`config.mk`:
```
export PLATFORM = sky130hd
export DESIGN_NAME = i_tree_multich
export DESIGN_NICKNAME = d
export VERILOG_FILES = /design/src/rtl/i_tree_pkg.sv /design/src/rtl/i_tree_fifo.sv /design/src/rtl/i_tree_multich.sv
export SDC_FILE = /design/constraint.sdc
export NUM_CORES = 1
export LEC_CHECK = 0
export BUFFER_PORTS_ARGS = -buffer_cell sky130_fd_sc_hd__buf_2
export CAP_MARGIN = 20
export CORE_ASPECT_RATIO = 1.5
export CORE_MARGIN = 5
export CORE_UTILIZATION = 50
export DETAILED_ROUTE_END_ITERATION = 10
export GPL_TIMING_DRIVEN = 0
export PLACE_DENSITY = 0.64
export REMOVE_ABC_BUFFERS = 1
export SLEW_MARGIN = 20
export SYNTH_ARGS = -nofsm -noshare
export SYNTH_HDL_FRONTEND = slang
export SYNTH_SLANG_ARGS = --single-unit
```
`constraint.sdc`:
```
create_clock -name clk -period 4.7 [get_ports clk]
set_input_delay 0.235 -clock clk [delete_from_list [all_inputs] [get_ports clk]]
set_output_delay 0.235 -clock clk [all_outputs]
set_load 0.01 [all_outputs]
```
`src/rtl/i_tree_pkg.sv`:
```
// Shared types, default parameters and tree helpers for the isolation-tree evaluator.
package i_tree_pkg;

  localparam int unsigned DATA_W_DEF     = 8;
  localparam int unsigned NUM_CH_DEF     = 4;
  localparam int unsigned FIFO_DEPTH_DEF = 8;
  localparam int unsigned TREE_DEPTH_DEF = 4;
  localparam int unsigned ANOM_LEN_DEF   = 2;

  typedef enum logic [1:0] {
    ST_IDLE = 2'd0,
    ST_WALK = 2'd1,
    ST_DONE = 2'd2
  } eval_state_e;

  // Heap-ordered child: left = 2n+1, right = 2n+2.
  function automatic int unsigned child_idx(input int unsigned node, input logic go_right);
    return 2 * node + 1 + 32'(go_right);
  endfunction

endpackage

```
`src/rtl/i_tree_fifo.sv`:
```
// Synchronous FIFO; a pushed entry becomes readable the cycle after the push.
module i_tree_fifo #(
  parameter int unsigned WIDTH = 10,
  parameter int unsigned DEPTH = 8
) (
  input  logic             clk,
  input  logic             reset,
  input  logic             push,
  input  logic [WIDTH-1:0] wr_data,
  input  logic             pop,
  output logic [WIDTH-1:0] rd_data,
  output logic             full,
  output logic             empty,
  output logic             full_nxt_c
);

  localparam int unsigned PTR_W = $clog2(DEPTH);
  localparam int unsigned CNT_W = $clog2(DEPTH) + 1;

  logic [WIDTH-1:0] mem [DEPTH];
  logic [PTR_W-1:0] wr_ptr;
  logic [PTR_W-1:0] rd_ptr;
  logic [CNT_W-1:0] level;
  logic [CNT_W-1:0] level_nxt;
  logic             push_ok;
  logic             pop_ok;

  always_comb begin
    push_ok    = push && !full;
    pop_ok     = pop && !empty;
    level_nxt  = level + CNT_W'(push_ok) - CNT_W'(pop_ok);
    full_nxt_c = (level_nxt == CNT_W'(DEPTH));
  end

  assign rd_data = mem[rd_ptr];

  always_ff @(posedge clk) begin
    if (push_ok) mem[wr_ptr] <= wr_data;
  end

  always_ff @(posedge clk) begin
    if (reset) begin
      wr_ptr <= '0;
      rd_ptr <= '0;
      level  <= '0;
      full   <= 1'b0;
      empty  <= 1'b1;
    end else begin
      if (push_ok) wr_ptr <= wr_ptr + PTR_W'(1);
      if (pop_ok)  rd_ptr <= rd_ptr + PTR_W'(1);
      level <= level_nxt;
      full  <= full_nxt_c;
      empty <= (level_nxt == '0);
    end
  end

endmodule

```
`src/rtl/i_tree_multich.sv`:
```
// Multi-channel isolation-tree scorer: buffers samples, walks a configurable tree
// one node per cycle and flags samples whose path is short.
module i_tree_multich
  import i_tree_pkg::*;
#(
  parameter int unsigned DATA_W     = DATA_W_DEF,
  parameter int unsigned NUM_CH     = NUM_CH_DEF,
  parameter int unsigned FIFO_DEPTH = FIFO_DEPTH_DEF,
  parameter int unsigned TREE_DEPTH = TREE_DEPTH_DEF,
  parameter int unsigned ANOM_LEN   = ANOM_LEN_DEF
) (
  input  logic                          clk,
  input  logic                          reset,
  input  logic                          in_valid,
  output logic                          in_ready,
  input  logic [$clog2(NUM_CH)-1:0]     in_ch,
  input  logic [DATA_W-1:0]             in_data,
  input  logic                          cfg_we,
  input  logic [TREE_DEPTH-1:0]         cfg_addr,
  input  logic [DATA_W-1:0]             cfg_thr,
  input  logic                          cfg_leaf,
  output logic                          cfg_err,
  output logic                          res_valid,
  output logic [$clog2(NUM_CH)-1:0]     res_ch,
  output logic [$clog2(TREE_DEPTH)-1:0] res_path_len,
  output logic                          res_anomaly,
  output logic [NUM_CH-1:0]             anomaly_flags,
  input  logic [NUM_CH-1:0]             flags_clear,
  output logic                          busy
);

  localparam int unsigned CH_W   = $clog2(NUM_CH);
  localparam int unsigned LEN_W  = $clog2(TREE_DEPTH);
  localparam int unsigned NODE_W = TREE_DEPTH;
  localparam int unsigned NODES  = (2 ** TREE_DEPTH) - 1;
  localparam int unsigned TBL    = 2 ** TREE_DEPTH;
  localparam int unsigned FIFO_W = CH_W + DATA_W;

  eval_state_e        state, state_nxt;
  logic [NODE_W-1:0]  node, node_nxt;
  logic [LEN_W-1:0]   len, len_nxt;
  logic [DATA_W-1:0]  smp, smp_nxt;
  logic [CH_W-1:0]    ch, ch_nxt;
  logic               go_right;
  logic               fifo_pop_c;
  logic               push;
  logic [FIFO_W-1:0]  fifo_rd_data;
  logic               fifo_full;
  logic               fifo_empty;
  logic               fifo_full_nxt_c;
  logic               cfg_ok;
  logic [NUM_CH-1:0]  set_vec;

  logic [DATA_W-1:0]  thr [TBL];
  logic [TBL-1:0]     leaf;

  assign push = in_valid && in_ready && !fifo_full;

  i_tree_fifo #(
    .WIDTH (FIFO_W),
    .DEPTH (FIFO_DEPTH)
  ) u_fifo (
    .clk        (clk),
    .reset      (reset),
    .push       (push),
    .wr_data    ({in_ch, in_data}),
    .pop        (fifo_pop_c),
    .rd_data    (fifo_rd_data),
    .full       (fifo_full),
    .empty      (fifo_empty),
    .full_nxt_c (fifo_full_nxt_c)
  );

  // Evaluator next-state: depth is tracked by len, which equals the current node level.
  always_comb begin
    state_nxt  = state;
    node_nxt   = node;
    len_nxt    = len;
    smp_nxt    = smp;
    ch_nxt     = ch;
    fifo_pop_c = 1'b0;
    go_right   = 1'b0;
    case (state)
      ST_IDLE: begin
        if (!fifo_empty) begin
          fifo_pop_c       = 1'b1;
          {ch_nxt, smp_nxt} = fifo_rd_data;
          node_nxt         = '0;
          len_nxt          = '0;
          state_nxt        = ST_WALK;
        end
      end
      ST_WALK: begin
        if (leaf[node] || (len == LEN_W'(TREE_DEPTH - 1))) begin
          state_nxt = ST_DONE;
        end else begin
          go_right = !(smp < thr[node]);
          node_nxt = NODE_W'(child_idx(32'(node), go_right));
          len_nxt  = len + LEN_W'(1);
        end
      end
      ST_DONE: state_nxt = ST_IDLE;
      default: state_nxt = ST_IDLE;
    endcase
  end

  always_comb begin
    cfg_ok  = cfg_we && !busy && (cfg_addr < NODE_W'(NODES));
    set_vec = '0;
    if (res_valid && res_anomaly) set_vec = NUM_CH'(1) << res_ch;
  end

  always_ff @(posedge clk) begin
    if (reset) begin
      state <= ST_IDLE;
      node  <= '0;
      len   <= '0;
      smp   <= '0;
      ch    <= '0;
      busy  <= 1'b0;
    end else begin
      state <= state_nxt;
      node  <= node_nxt;
      len   <= len_nxt;
      smp   <= smp_nxt;
      ch    <= ch_nxt;
      busy  <= (state_nxt != ST_IDLE);
    end
  end

  // Result strobe lags DONE by one edge; set beats a coincident clear.
  always_ff @(posedge clk) begin
    if (reset) begin
      in_ready      <= 1'b0;
      cfg_err       <= 1'b0;
      res_valid     <= 1'b0;
      res_ch        <= '0;
      res_path_len  <= '0;
      res_anomaly   <= 1'b0;
      anomaly_flags <= '0;
    end else begin
      in_ready      <= !fifo_full_nxt_c;
      cfg_err       <= cfg_we && !cfg_ok;
      res_valid     <= (state == ST_DONE);
      if (state == ST_DONE) begin
        res_ch       <= ch;
        res_path_len <= len;
        res_anomaly  <= (32'(len) < ANOM_LEN);
      end
      anomaly_flags <= (anomaly_flags & ~flags_clear) | set_vec;
    end
  end

  always_ff @(posedge clk) begin
    if (reset) begin
      for (int unsigned i = 0; i < TBL; i++) thr[i] <= '0;
      leaf <= '0;
    end else if (cfg_ok) begin
      thr[cfg_addr]  <= cfg_thr;
      leaf[cfg_addr] <= cfg_leaf;
    end
  end

endmodule

```
* Word-level counts from Yosys, hierarchy flattened
Memory sizes are Yosys's and may differ from the RTL's. A register that Yosys moved wholly into a read port is not among the register bits.
Index checks and enable logic that the tools add are counted.
** Storage, ports and cells
- Memories :: 2
- Bits in registers :: 49
- Bits in writable memories :: 208
- Output and inout bits :: 13
** Cells by class
- Add/subtract/negate cells :: 7
- Multiplexer cells :: 29
- Eq/ne operators :: 6
- Bitwise logic cells :: 4
- Magnitude comparators :: 6
- Shifts and indexed selects :: 1
- Reductions and logical operators :: 23
** Memories
- thr :: words 16, width 8, rd ports 1, clocked after memory_dff 1, wr ports 16, RTL line i_tree_multich.sv:54 : logic [DATA_W-1:0] thr [TBL];
- u_fifo.mem :: words 8, width 10, rd ports 1, clocked after memory_dff 1, wr ports 1, RTL line i_tree_fifo.sv:20 : logic [WIDTH-1:0] mem [DEPTH];
** Operators with widths (number)
- 4-bit two-way mux :: 6
- 16-bit bitwise mux :: 1
- 1-bit two-way mux :: 12
- 4-bit by 5-bit < comparator with 1-bit output (second input constant) :: 2
- 1-bit logical AND :: 9
- 4-bit by 1-bit adder with 4-bit output :: 2
- 8-bit < comparator :: 1
- 2-bit two-way mux :: 4
- 8-bit two-way mux :: 1
- 2-bit one-hot mux with 2 select lines :: 2
- 4-bit one-hot mux with 2 select lines :: 1
- 8-bit OR reduction :: 1
- 3-bit by 1-bit adder with 3-bit output (second input constant) :: 2
- 1-bit zero test :: 6
- 4-bit by 1-bit adder with 4-bit output (second input constant) :: 1
- 4-bit bitwise AND :: 1
- 1-bit binary-select mux with 4-bit select :: 1
- 1-bit demux with 4-bit select :: 1
- 2-bit equality test (second input constant) :: 2
- 4-bit equality test (second input constant) :: 1
- 4-bit by 1-bit greater-or-equal comparator with 1-bit output (second input constant) :: 1
- 4-bit zero test :: 1
- 4-bit < comparator (second input constant) :: 1
- 2-bit != test (second input constant) :: 2
- 13 further kinds :: 14

* Depth between registers and ports, before layout
- Word-level depth :: 8
- Depth in mapped cells :: 16

* By module
From an unflattened synthesis, not the netlist that was laid out.
** Unflattened totals
- Cells, all modules :: 806
- Area total of the unflattened synthesis :: 11826.3 µm²
** Modules (own cells, without submodules)
- i_tree_multich :: cells an instance 614, area each 8052.7 µm², seq. area each 4864.7 µm², instances 1
- i_tree_fifo :: cells an instance 192, area each 3773.6 µm², seq. area each 2702.6 µm², instances 1

* Worst setup path after synthesis
Ideal clock, no wire load.
- Path type :: register to register
- Start :: register (tool-made name)
- End :: register (tool-made name)
- Slack :: 1.105 ns
- Buffers on the path :: 3
- Library setup time :: 0.078 ns
- Stages on the path, launching flop included :: 17
- Data arrival time :: 3.517 ns
- Period minus slack after synthesis :: 3.595 ns
- Path through :: dfxtp_1 buf_6 buf_2 buf_2 mux4_2 mux4_2 inv_1 ha_1 o21ai_0 or2b_2 a21oi_1 a2111o_1 nand2_1 ha_1 xor2_1 nand2_1 a21oi_1

==> summary.txt <==
Drt pass-1 iters = 5
Remaining global-route overflow = 0
Pleak = 4.69 nW
# setup viols final = 0
Total global-route track usage = 0.192
Netlist cell types = 53
Avg WL per Cell = 22.1 um
Register area = 7510 um^2
Synthesized area = 11600 um^2
Max cap viols = 0
Commonest register cell after synthesis = edfxtp_1
Top routing layer in use = met4
Syn. warnings = 0
Critical path arrival = 4.43 ns
DP Area = 12100 um^2
Core ar. = 23000 um^2
Number of synthesized flops with an enable pin = 208
Final HPWL DP = 16.9 mm
Area grow syn2layout = 13.0%
Async SR Flop Fraction = 0
Clock sink total = 271
First-pass GRT wire length = 38.2 mm
Status = finished clean
Pwr/cell area = 491 nW/um^2
PortBufs = 43
Crit path max fanout = 33
Wirelength, routed = 25.0 mm
Fin nets = 880
Top-area cell type share of the netlist area = 0.539
Required time of the critical path = 5.14 ns
Layout Skew = 0.0122 ns
CP Launch Type = register
CTS Buf Count = 25
Antenna diodes = 0
Cell taking the most area after synthesis = edfxtp_1
M1 wire length = 9.05 mm
Top post-synthesis cells by area = edfxtp_1 (54%), mux4_2 (12%), dfxtp_1 (11%), and2_1 (6.5%), nor2_1 (1.8%)
Mapped Cells = 776
Root Driver = clkbuf_16
Multi-input logic area = 3780 um^2
Post-cts repair resize count = 0
Die ar. = 26400 um^2
Share of layout cells above drive strength 1 = 0.202
Hold WS = 0.0386 ns
Number of synthesized register bits = 271
Largest net degree at the start of global routing = 74
Slew @ Worst Pin = 1.06 ns
Fin crit share = 0.849
Ports = 44
Met2 WL post-DR = 13.7 mm
Rows = 68
Final hold viol count = 0
Total Power = 6.42 mW
Die width = 134 um
Starting Density = 0.504
H-tree Lvls = 1
Tightest Hold Check Type = in2reg
Critical Path Sink Type = register
Fill cells = 1782
Crit path time final = 3.99 ns
Clock Latency Late Sink = 0.52 ns
Final non-filler cell area = 13100 um^2
Initial drt markers = 395
CTS tree = done
Antenna violations before repair = 0
Post-route DRC = 0
Slew Limit Headroom = 0.287
DIE HEIGHT = 196 um
Vias in the first global route = 6547
Part of the Yosys area used for sequential elements = 0.648
Clock Tree Buf Depth = 3
Fin. max-slew vios = 0
Final WS setup = 0.709 ns
Gpl congestion = 0.891
Vias = 6335
Fmax = 251 MHz
Syn avg cell area = 14.9 um^2
Vias per cell = 5.60
Pre-CTS WS = 0.710 ns
Worst vdd ir = 0.000320 V
Metal3 WL = 971 um
Clock transition at path regs = 0.07 ns
Unrepaired setup endpoints after global routing = false
Final ANT Viol Nets = 0
CP Class = reg2reg
==> Yosys cell counts, drive strengths merged, types with 10 or more instances <==
| cell | n |
|---|---|
| edfxtp | 208 |
| and2 | 120 |
| dfxtp | 63 |
| mux4 | 62 |
| nor2 | 55 |
| nand2 | 36 |
| inv | 33 |
| clkbuf | 26 |
| o21ai | 18 |
| mux2i | 17 |
| buf | 15 |
| ha | 15 |
| a21o | 14 |
| a21oi | 14 |
| a211oi | 12 |
| nand2b | 10 |
==> area by class of cell <==
type                            count  area share
Timing Repair Buffer               64      0.0337
Multi-Input combinational cell    438       0.289
Tap cell                          280      0.0268
Clock buffer                       32      0.0522
Clock inverter                     13      0.0146
Sequential cell                   271       0.574
Inverter                           33     0.00947
==> critical path: stages (launching register included) <==
cell and delay [ns]:
dfxtp_4 0.79, mux4_2 0.63, mux4_2 0.50, inv_1 0.08, ha_1 0.23, a21oi_1 0.17
nor2_1 0.07, a211oi_1 0.64, nand2_1 0.13, ha_1 0.23, xor2_1 0.13, nand2_1 0.07
a21oi_1 0.20
==> sequential cells by signal, indices dropped and copies added (netlist names), 3 cells and up, named ones only <==
register / flops
leaf: 16
thr: 128
u_fifo.mem: 80
smp: 8
anomaly_flags: 4
u_fifo.level: 4
node: 4
u_fifo.rd_ptr: 3
u_fifo.wr_ptr: 3
==> logic make-up (layout without fill, tap and decap cells) <==
family / count (synthesis) / after routing / synth area share
adders and majority gates: 16 / 16 / 0.0179
xor gates and xnor gates: 8 / 8 / 0.00605
AOI/OAI and AO/OA: 70 / 70 / 0.0402
and+or+nand+nor: 255 / 255 / 0.120
muxes: 81 / 81 / 0.137
DFF: 271 / 271 / 0.648
other: 1 / 8 / 0.000324
buffers and inverters: 74 / 142 / 0.0299
==> report_power, final <==
group	total [mW]	internal, mW	switching [mW]
sequential	3.00	2.77	0.224
combinational	1.28	0.647	0.629
clock	2.15	1.30	0.849
==> metal layers <==
metal / up-vias / track usage
met3: 53 / 0.0232
li1: 2965 / -
met4: 0 / 0.101
met1: 3153 / 0.214
met5: - / 0
met2: 164 / 0.355
==> cell usage in the layout, fill, tap and decap left out, drive strengths merged, types with 3 or more instances in the layout <==
| cell | n |
|---|---|
| clkinv | 5 |
| nand3b | 4 |
| conb | 8 |
| nand2b | 10 |
| nor2 | 55 |
| a21oi | 14 |
| mux2i | 17 |
| edfxtp | 208 |
| clkbuf | 33 |
| a31o | 3 |
| inv | 35 |
| a211oi | 12 |
| xor2 | 6 |
| nand2 | 36 |
| bufinv | 5 |
| o21ai | 18 |
| mux4 | 62 |
| nor2b | 7 |
| and2 | 120 |
| dlygate4sd3 | 14 |
| buf | 49 |
| nor3 | 8 |
| and3b | 3 |
| dfxtp | 63 |
| a21o | 14 |
| ha | 15 |
==> final timing paths <==
kind / from / endpoint / slack, ns / depth (start not counted)
max: register / register / 0.71 / 12
min: flags_clear[1] / anomaly_flags[1] / 0.04 / 4
max reg2reg: register / register / 0.71 / 12
min reg2reg: u_fifo.empty / busy / 0.46 / 1
==> what timing repair did <==
| action | 4_1_cts | 5_1_grt |
|---|---|---|
| endpoints found under the hold margin | 84 | 0 |
| setup buffers | 0 | 0 |
| hold buffers | 14 | 0 |
==> through the flow <==
step,TNS [ns],utilization,std cells
5_1_grt,0,0.570,1131
4_1_cts,0,0.569,1129
3_3_place_gp,-2.80,0.520,1065
6_report,0,0.570,1131
2_1_floorplan,0,-,742
3_5_place_dp,0,0.525,1070
No activity file was read; power rests on OpenSTA's default activity.
